$ cat config.mk
export PLATFORM = sky130hd
export DESIGN_NAME = uart_lite_regs
export DESIGN_NICKNAME = d
export VERILOG_FILES = /design/src/rtl/uart_lite_pkg.sv /design/src/rtl/uart_lite_regs_sync_fifo.sv /design/src/rtl/uart_lite_regs.sv
export SDC_FILE = /design/constraint.sdc
export NUM_CORES = 1
export LEC_CHECK = 0
export CAP_MARGIN = 20
export CELL_PAD_IN_SITES_DETAIL_PLACEMENT = 1
export CELL_PAD_IN_SITES_GLOBAL_PLACEMENT = 2
export CORE_UTILIZATION = 30
export DETAILED_ROUTE_END_ITERATION = 10
export PLACE_DENSITY_LB_ADDON = 0.1
export SYNTH_ARGS = -nofsm -noshare
export SYNTH_HDL_FRONTEND = slang
export SYNTH_HIERARCHICAL = 1
export SYNTH_SLANG_ARGS = --single-unit
$ cat constraint.sdc
create_clock -name clk -period 3.8 [get_ports clk]
set_clock_uncertainty 0.05 [all_clocks]
set_input_delay 0.38 -clock clk [delete_from_list [all_inputs] [get_ports clk]]
set_output_delay 0.38 -clock clk [all_outputs]
set_load 0.05 [all_outputs]
$ cat src/rtl/uart_lite_pkg.sv
// uart_lite_pkg: register offsets, STAT/CTRL bit positions and AXI response code for uart_lite_regs.
package uart_lite_pkg;
    localparam logic [1:0] REG_RX   = 2'd0;
    localparam logic [1:0] REG_TX   = 2'd1;
    localparam logic [1:0] REG_STAT = 2'd2;
    localparam logic [1:0] REG_CTRL = 2'd3;
    localparam int STAT_RX_VALID  = 0;
    localparam int STAT_RX_FULL   = 1;
    localparam int STAT_TX_EMPTY  = 2;
    localparam int STAT_TX_FULL   = 3;
    localparam int STAT_INTR_EN   = 4;
    localparam int STAT_OVERRUN   = 5;
    localparam int STAT_FRAME_ERR = 6;
    localparam int CTRL_RST_TX  = 0;
    localparam int CTRL_RST_RX  = 1;
    localparam int CTRL_INTR_EN = 4;
    localparam logic [1:0] AXI_RESP_OKAY = 2'b00;
endpackage

$ cat src/rtl/uart_lite_regs_sync_fifo.sv
// sync_fifo: first-word-fall-through FIFO; clr empties it and overrides push/pop in the same cycle.
module sync_fifo #(
    parameter int DATAW = 8,
    parameter int DEPTH = 16
) (
    input  logic             clk,
    input  logic             rst,
    input  logic             push,
    input  logic             pop,
    input  logic             clr,
    input  logic [DATAW-1:0] din,
    output logic             full,
    output logic             empty,
    output logic [DATAW-1:0] dout
);
    localparam int AW = $clog2(DEPTH);
    localparam logic [AW:0] DEPTH_CNT = (AW+1)'(DEPTH);
    logic [DATAW-1:0] mem [DEPTH];
    logic [AW-1:0] wptr, rptr;
    logic [AW:0] count;
    logic do_push, do_pop;
    assign full = count == DEPTH_CNT;
    assign empty = count == '0;
    assign do_push = push & ~full;
    assign do_pop = pop & ~empty;
    assign dout = mem[rptr];
    always_ff @(posedge clk) begin
        if (!rst || clr) begin
            wptr <= '0;
            rptr <= '0;
            count <= '0;
        end else begin
            if (do_push) wptr <= wptr + 1'b1;
            if (do_pop) rptr <= rptr + 1'b1;
            count <= count + (AW+1)'(do_push) - (AW+1)'(do_pop);
        end
    end
    always_ff @(posedge clk) begin
        if (rst && !clr && do_push) mem[wptr] <= din;
    end
endmodule

$ cat src/rtl/uart_lite_regs.sv
// uart_lite_regs: AXI4-Lite UART-Lite register map over RX/TX FIFOs.
// Define UART_LITE_INTR_EN to add the intr pulse output.
module uart_lite_regs
    import uart_lite_pkg::*;
#(
    parameter int AXI_DATAW  = 32,
    parameter int AXI_ADDRW  = 4,
    parameter int FIFO_DEPTH = 16
) (
    input  logic                   clk,
    input  logic                   rst,
    input  logic [AXI_ADDRW-1:0]   awaddr,
    input  logic [2:0]             awprot,
    input  logic                   awvalid,
    output logic                   awready,
    input  logic [AXI_DATAW-1:0]   wdata,
    input  logic [AXI_DATAW/8-1:0] wstrb,
    input  logic                   wvalid,
    output logic                   wready,
    output logic [1:0]             bresp,
    output logic                   bvalid,
    input  logic                   bready,
    input  logic [AXI_ADDRW-1:0]   araddr,
    input  logic [2:0]             arprot,
    input  logic                   arvalid,
    output logic                   arready,
    output logic [AXI_DATAW-1:0]   rdata,
    output logic [1:0]             rresp,
    output logic                   rvalid,
    input  logic                   rready,
    input  logic [7:0]             rx_data,
    input  logic                   rx_valid,
    input  logic                   rx_frame_err,
    output logic [7:0]             tx_data,
    output logic                   tx_valid,
    input  logic                   tx_ready
`ifdef UART_LITE_INTR_EN
    ,output logic                  intr
`endif
);
    logic run, aw_got, w_got, w_strb_q, intr_en, overrun, frame_err;
    logic [1:0] aw_sel_q, wsel, rsel;
    logic [7:0] w_data_q, wbyte, rd_byte, stat, rx_dout, tx_dout;
    logic aw_hs, w_hs, ar_hs, wstb, wr_fire, wr_en, ctrl_wr;
    logic tx_push, tx_clr, rx_clr, rx_pop, stat_rd, rx_drop;
    logic rx_full, rx_empty, tx_full, tx_empty;
    logic unused;
    assign unused = ^{awprot, arprot, wdata[AXI_DATAW-1:8], wstrb[AXI_DATAW/8-1:1], awaddr[1:0], araddr[1:0]};
    assign awready = run & ~aw_got;
    assign wready = run & ~w_got;
    assign arready = run & ~rvalid;
    assign bresp = AXI_RESP_OKAY;
    assign rresp = AXI_RESP_OKAY;
    assign aw_hs = awvalid & awready;
    assign w_hs = wvalid & wready;
    assign ar_hs = arvalid & arready;
    // AW and W may arrive in either order; use the latched copy once a channel has handshaken
    assign wsel = aw_got ? aw_sel_q : awaddr[3:2];
    assign wbyte = w_got ? w_data_q : wdata[7:0];
    assign wstb = w_got ? w_strb_q : wstrb[0];
    assign wr_fire = (aw_got | aw_hs) & (w_got | w_hs) & ~bvalid;
    assign wr_en = wr_fire & wstb;
    assign tx_push = wr_en & (wsel == REG_TX);
    assign ctrl_wr = wr_en & (wsel == REG_CTRL);
    assign tx_clr = ctrl_wr & wbyte[CTRL_RST_TX];
    assign rx_clr = ctrl_wr & wbyte[CTRL_RST_RX];
    assign rsel = araddr[3:2];
    assign rx_pop = ar_hs & (rsel == REG_RX);
    assign stat_rd = ar_hs & (rsel == REG_STAT);
    assign rx_drop = rx_valid & rx_full & ~rx_clr;
    assign stat = {1'b0, frame_err, overrun, intr_en, tx_full, tx_empty, rx_full, ~rx_empty};
    assign rd_byte = (rsel == REG_RX) ? (rx_empty ? 8'h00 : rx_dout) : (rsel == REG_STAT) ? stat : 8'h00;
    assign tx_valid = ~tx_empty;
    assign tx_data = tx_empty ? 8'h00 : tx_dout;
    sync_fifo #(.DATAW(8), .DEPTH(FIFO_DEPTH)) u_rx_fifo (
        .clk(clk), .rst(rst), .push(rx_valid), .pop(rx_pop), .clr(rx_clr),
        .din(rx_data), .full(rx_full), .empty(rx_empty), .dout(rx_dout)
    );
    sync_fifo #(.DATAW(8), .DEPTH(FIFO_DEPTH)) u_tx_fifo (
        .clk(clk), .rst(rst), .push(tx_push), .pop(tx_valid & tx_ready), .clr(tx_clr),
        .din(wbyte), .full(tx_full), .empty(tx_empty), .dout(tx_dout)
    );
    always_ff @(posedge clk) begin
        if (!rst) begin
            run <= 1'b0;
            aw_got <= 1'b0;
            w_got <= 1'b0;
            aw_sel_q <= '0;
            w_data_q <= '0;
            w_strb_q <= 1'b0;
            bvalid <= 1'b0;
            rvalid <= 1'b0;
            rdata <= '0;
            intr_en <= 1'b0;
            overrun <= 1'b0;
            frame_err <= 1'b0;
        end else begin
            run <= 1'b1;
            if (aw_hs) begin
                aw_got <= 1'b1;
                aw_sel_q <= awaddr[3:2];
            end
            if (w_hs) begin
                w_got <= 1'b1;
                w_data_q <= wdata[7:0];
                w_strb_q <= wstrb[0];
            end
            if (wr_fire) bvalid <= 1'b1;
            if (bvalid && bready) begin
                bvalid <= 1'b0;
                aw_got <= 1'b0;
                w_got <= 1'b0;
            end
            if (ar_hs) begin
                rvalid <= 1'b1;
                rdata <= AXI_DATAW'(rd_byte);
            end else if (rready) rvalid <= 1'b0;
            if (ctrl_wr) intr_en <= wbyte[CTRL_INTR_EN];
            overrun <= rx_drop | (overrun & ~stat_rd);
            frame_err <= (rx_valid & rx_frame_err) | (frame_err & ~stat_rd);
        end
    end
`ifdef UART_LITE_INTR_EN
    logic rx_empty_q, tx_empty_q;
    always_ff @(posedge clk) begin
        if (!rst) begin
            intr <= 1'b0;
            rx_empty_q <= 1'b1;
            tx_empty_q <= 1'b1;
        end else begin
            rx_empty_q <= rx_empty;
            tx_empty_q <= tx_empty;
            intr <= intr_en & ((rx_empty_q & ~rx_empty) | (~tx_empty_q & tx_empty));
        end
    end
`endif
endmodule

==> summary.txt <==
Clock network
  – H-tree levels: 2
  – Clock Pin Slew Worst Setup and Hold Paths: 0.06 ns
  – Worst-Skew Late Latency: 0.54 ns
  – Setup bufs post-CTS: 0
  – Cts repair resizes: 0
  – CTS Sinks: 317
  – # hold bufs at CTS: 0
  – Clock buffer count from CTS: 37
  – Max Root-Sink Buffers: 3
  – CTS tree: done
  – Clk root buf: clkbuf_16

Timing
  – Slew Limit Fails: 0
  – Slew HR: 0.400
  – Slew @ Worst Pin: 0.900 ns
  – Final worst setup slack: 0.299 ns
  – Hold WS: 0.400 ns
  – Final worst-path cycle share: 0.921
  – Hold Vio Cnt, Final: 0
  – Final setup fails: 0
  – Total negative slack: 0 ns
  – Fmax achieved: 286 MHz
  – Tmin final: 3.50 ns
  – RSZ-0062 raised after global routing: false

Worst setup path
  – Critical R2R Capture: u_tx_fifo/count[4]
  – Worst reg-to-reg path cell count: 15
  – Crit end category: primary output
  – CP max FO: 32
  – Worst path arrival time: 3.07 ns
  – Critical path required time: 3.37 ns
  – Crit-path leading delay family: buffers and inverters
  – Startpoint types: register
  – CP Cell Sequence: buf_12 > mux4_1 > a22oi_1 > nand2_1 > nor2b_1 > clkdlybuf4s50_1
  – Critical path's largest stage delay: 0.70 ns
  – WS Path Type: reg2out
  – CP max-delay cell: clkdlybuf4s50_1
  – Reg2reg setup slack: 0.49 ns
  – FF-to-FF Start: u_tx_fifo/count[3]
  – CP bufs+invs: 2

Power
  – VDD IR max: 0.420 mV
  – Pleak: 5.27 nW
  – P per Cell Area: 581 mW/mm^2

Synth
  – YS warnings: 6
  – Synthesized cell area: 0.0131 mm^2
  – Fraction of registers with async set/reset: 0
  – Post-synth EDFFs: 256
  – Cells after Synth: 789
  – Synthesized flop and latch total: 317
  – Synth unique cells: 50
  – Syn avg cell area: 16.6 um^2
  – Part of the Yosys area used for sequential elements: 0.680
  – Synth Flop Type: edfxtp_1

Die
  – IO Count: 118
  – Floorplan core area: 0.0431 mm^2
  – Initial core utilization: 0.304
  – Die width: 211 um
  – Die footprint: 0.0445 mm^2
  – Row count: 76
  – Chip Height: 211 um

Layout
  – FILL cells: 4382
  – Share of layout cells above drive strength 1: 0.174
  – Most frequent cells in the layout: edfxtp_1 (256), nor2_1 (64), dfxtp_1 (59)
  – Reg area: 0.00891 mm^2
  – Area Overhead vs Synth: 18.6%
  – Fin cells: 1507
  – Commonest non-fill, non-tap cell in the layout: edfxtp_1
  – Diodes inserted: 0
  – Multi-input combinational cell area: 0.00376 mm^2
  – Nets@finish: 989

Placed design
  – Final HPWL DP: 21800 um
  – Post-Place Setup Slack: 0.164 ns
  – Number of port buffers: 52
  – GPL Wtd Cong: 0.731
  – Inst Count DP: 1443

Route
  – Pre-antenna DRT Iters: 7
  – ANT nets after route: 0
  – DRC violations left: 0
  – DR WL/cell: 21.2 um
  – Routed wire length: 31900 um
  – Via count: 6971
  – Vias per Instance: 4.63
  – Detailed Route Iter0 Violations: 378

Global route
  – First-pass GRT wire length: 47800 um
  – Vias in the first global route: 7652
  – Grt ovf: 0
  – Largest net degree at the start of global routing: 33
  – GRT Util Overall: 0.148
  – Initial antenna violation count: 0

Min path
  – Hold path depth: 3
  – HP Start: wdata[5]
  – HP Class: in2reg
  – Worst Hold Path EP: w_data_q[5]

Flow run
  – Max-Cap Viols: 0

Outcome
  – Status: finished clean
## worst max path at each step
stage	start	end	cells after the start	slack, ns
6_report	register	tx_data[7]	6	0.30
5_1_grt	register	tx_data[7]	6	0.16
4_1_cts	register	tx_data[7]	6	0.24
3_5_place_dp	awaddr[2]	u_tx_fifo/count[4]	16	0.16
3_3_place_gp	awaddr[2]	u_tx_fifo/count[4]	16	0.20
2_1_floorplan	u_tx_fifo/count[3]	u_tx_fifo/count[4]	16	0.49
## sequential cells by signal, summed over array words and instances, names as in the netlist, 2 cells and up, named ones only
register,count
u_rx_fifo/rptr,4
u_rx_fifo/mem,128
u_rx_fifo/wptr,4
u_tx_fifo/rptr,4
aw_sel_q,2
u_tx_fifo/count,5
u_rx_fifo/count,5
u_tx_fifo/mem,128
w_data_q,8
u_tx_fifo/wptr,4
rdata,8
## synth_stat cells, types with 2 or more instances
| master | n | area [um^2] |
|---|---|---|
| buf_1 | 2 | 7.51 |
| a222oi_1 | 6 | 60.1 |
| and2_1 | 15 | 93.8 |
| nand2_1 | 50 | 188 |
| mux4_2 | 36 | 811 |
| edfxtp_1 | 256 | 7690 |
| buf_4 | 32 | 240 |
| a21o_1 | 2 | 15.0 |
| inv_1 | 24 | 90.1 |
| a22oi_1 | 33 | 248 |
| xnor2_1 | 6 | 52.6 |
| nand4bb_1 | 2 | 22.5 |
| buf_6 | 7 | 78.8 |
| clkbuf_1 | 8 | 30.0 |
| and2b_1 | 2 | 15.0 |
| nor2_1 | 64 | 240 |
| clkdlybuf4s25_2 | 6 | 60.1 |
| fa_1 | 2 | 40.0 |
| xor2_1 | 11 | 96.3 |
| nor2b_1 | 18 | 113 |
| mux2i_1 | 5 | 50.1 |
| and3_1 | 4 | 25.0 |
| buf_2 | 5 | 25.0 |
| ha_1 | 22 | 275 |
| nand2b_1 | 5 | 31.3 |
| mux4_1 | 28 | 736 |
| nand3_1 | 20 | 100 |
| dfxtp_1 | 61 | 1220 |
| o21ai_0 | 2 | 10.0 |
| a21oi_1 | 26 | 130 |
| or3_1 | 3 | 18.8 |
| mux2_2 | 8 | 90.1 |
## final cells by class
cell class | count | share of cell area
sequential | 317 | 0.574
inverter | 24 | 0.00580
clock inverter | 24 | 0.0128
tap | 585 | 0.0471
clock buffer | 40 | 0.0603
timing repair buffer | 102 | 0.0585
multi-input combinational | 415 | 0.242
## kinds of logic after synthesis
| logic type | Yosys count | synth area share |
|---|---|---|
| and+or+nand+nor | 196 | 0.0760 |
| adders and majority gates | 24 | 0.0241 |
| AOI/OAI and AO/OA | 72 | 0.0375 |
| other | 1 | 0.000286 |
| xor gates and xnor gates | 17 | 0.0114 |
| muxes | 78 | 0.130 |
| buffers and inverters | 84 | 0.0406 |
| DFF | 317 | 0.680 |
## routing by layer
metal / vias up / GRT usage / wire length, um
li1: 3197 / - / -
met1: 3602 / 0.202 / 14800
met2: 129 / 0.239 / 15000
met3: 43 / 0.0299 / 1490
met4: 0 / 0.0417 / 594
met5: - / 0 / 0
## stage by stage
stage,util,area [um^2],power [mW]
6_report,0.361,15500,9.02
5_1_grt,0.361,15500,9.43
4_1_cts,0.361,15500,9.17
3_5_place_dp,0.334,14400,5.76
3_3_place_gp,0.334,14400,5.71
2_1_floorplan,-,13200,5.25
## worst register-to-register path, stage by stage, from the launching register on
cell and delay, ns:
dfxtp_1 0.32, inv_1 0.08, ha_1 0.16, or4b_1 0.55
inv_1 0.12, nor2b_1 0.09, nand2_1 0.13, inv_1 0.07
ha_1 0.27, inv_1 0.04, ha_1 0.20, fa_1 0.42
a21oi_1 0.17, nor2_1 0.08, or3_1 0.35, a21oi_1 0.14
## power by group
| part | switching [mW] | internal, mW | leakage, nW |
|---|---|---|---|
| combinational | 1.01 | 0.694 | 1.90 |
| sequential | 0.0690 | 3.87 | 2.81 |
| clock | 1.40 | 1.98 | 0.563 |
Note: power is estimated with default switching activity, not from simulation.
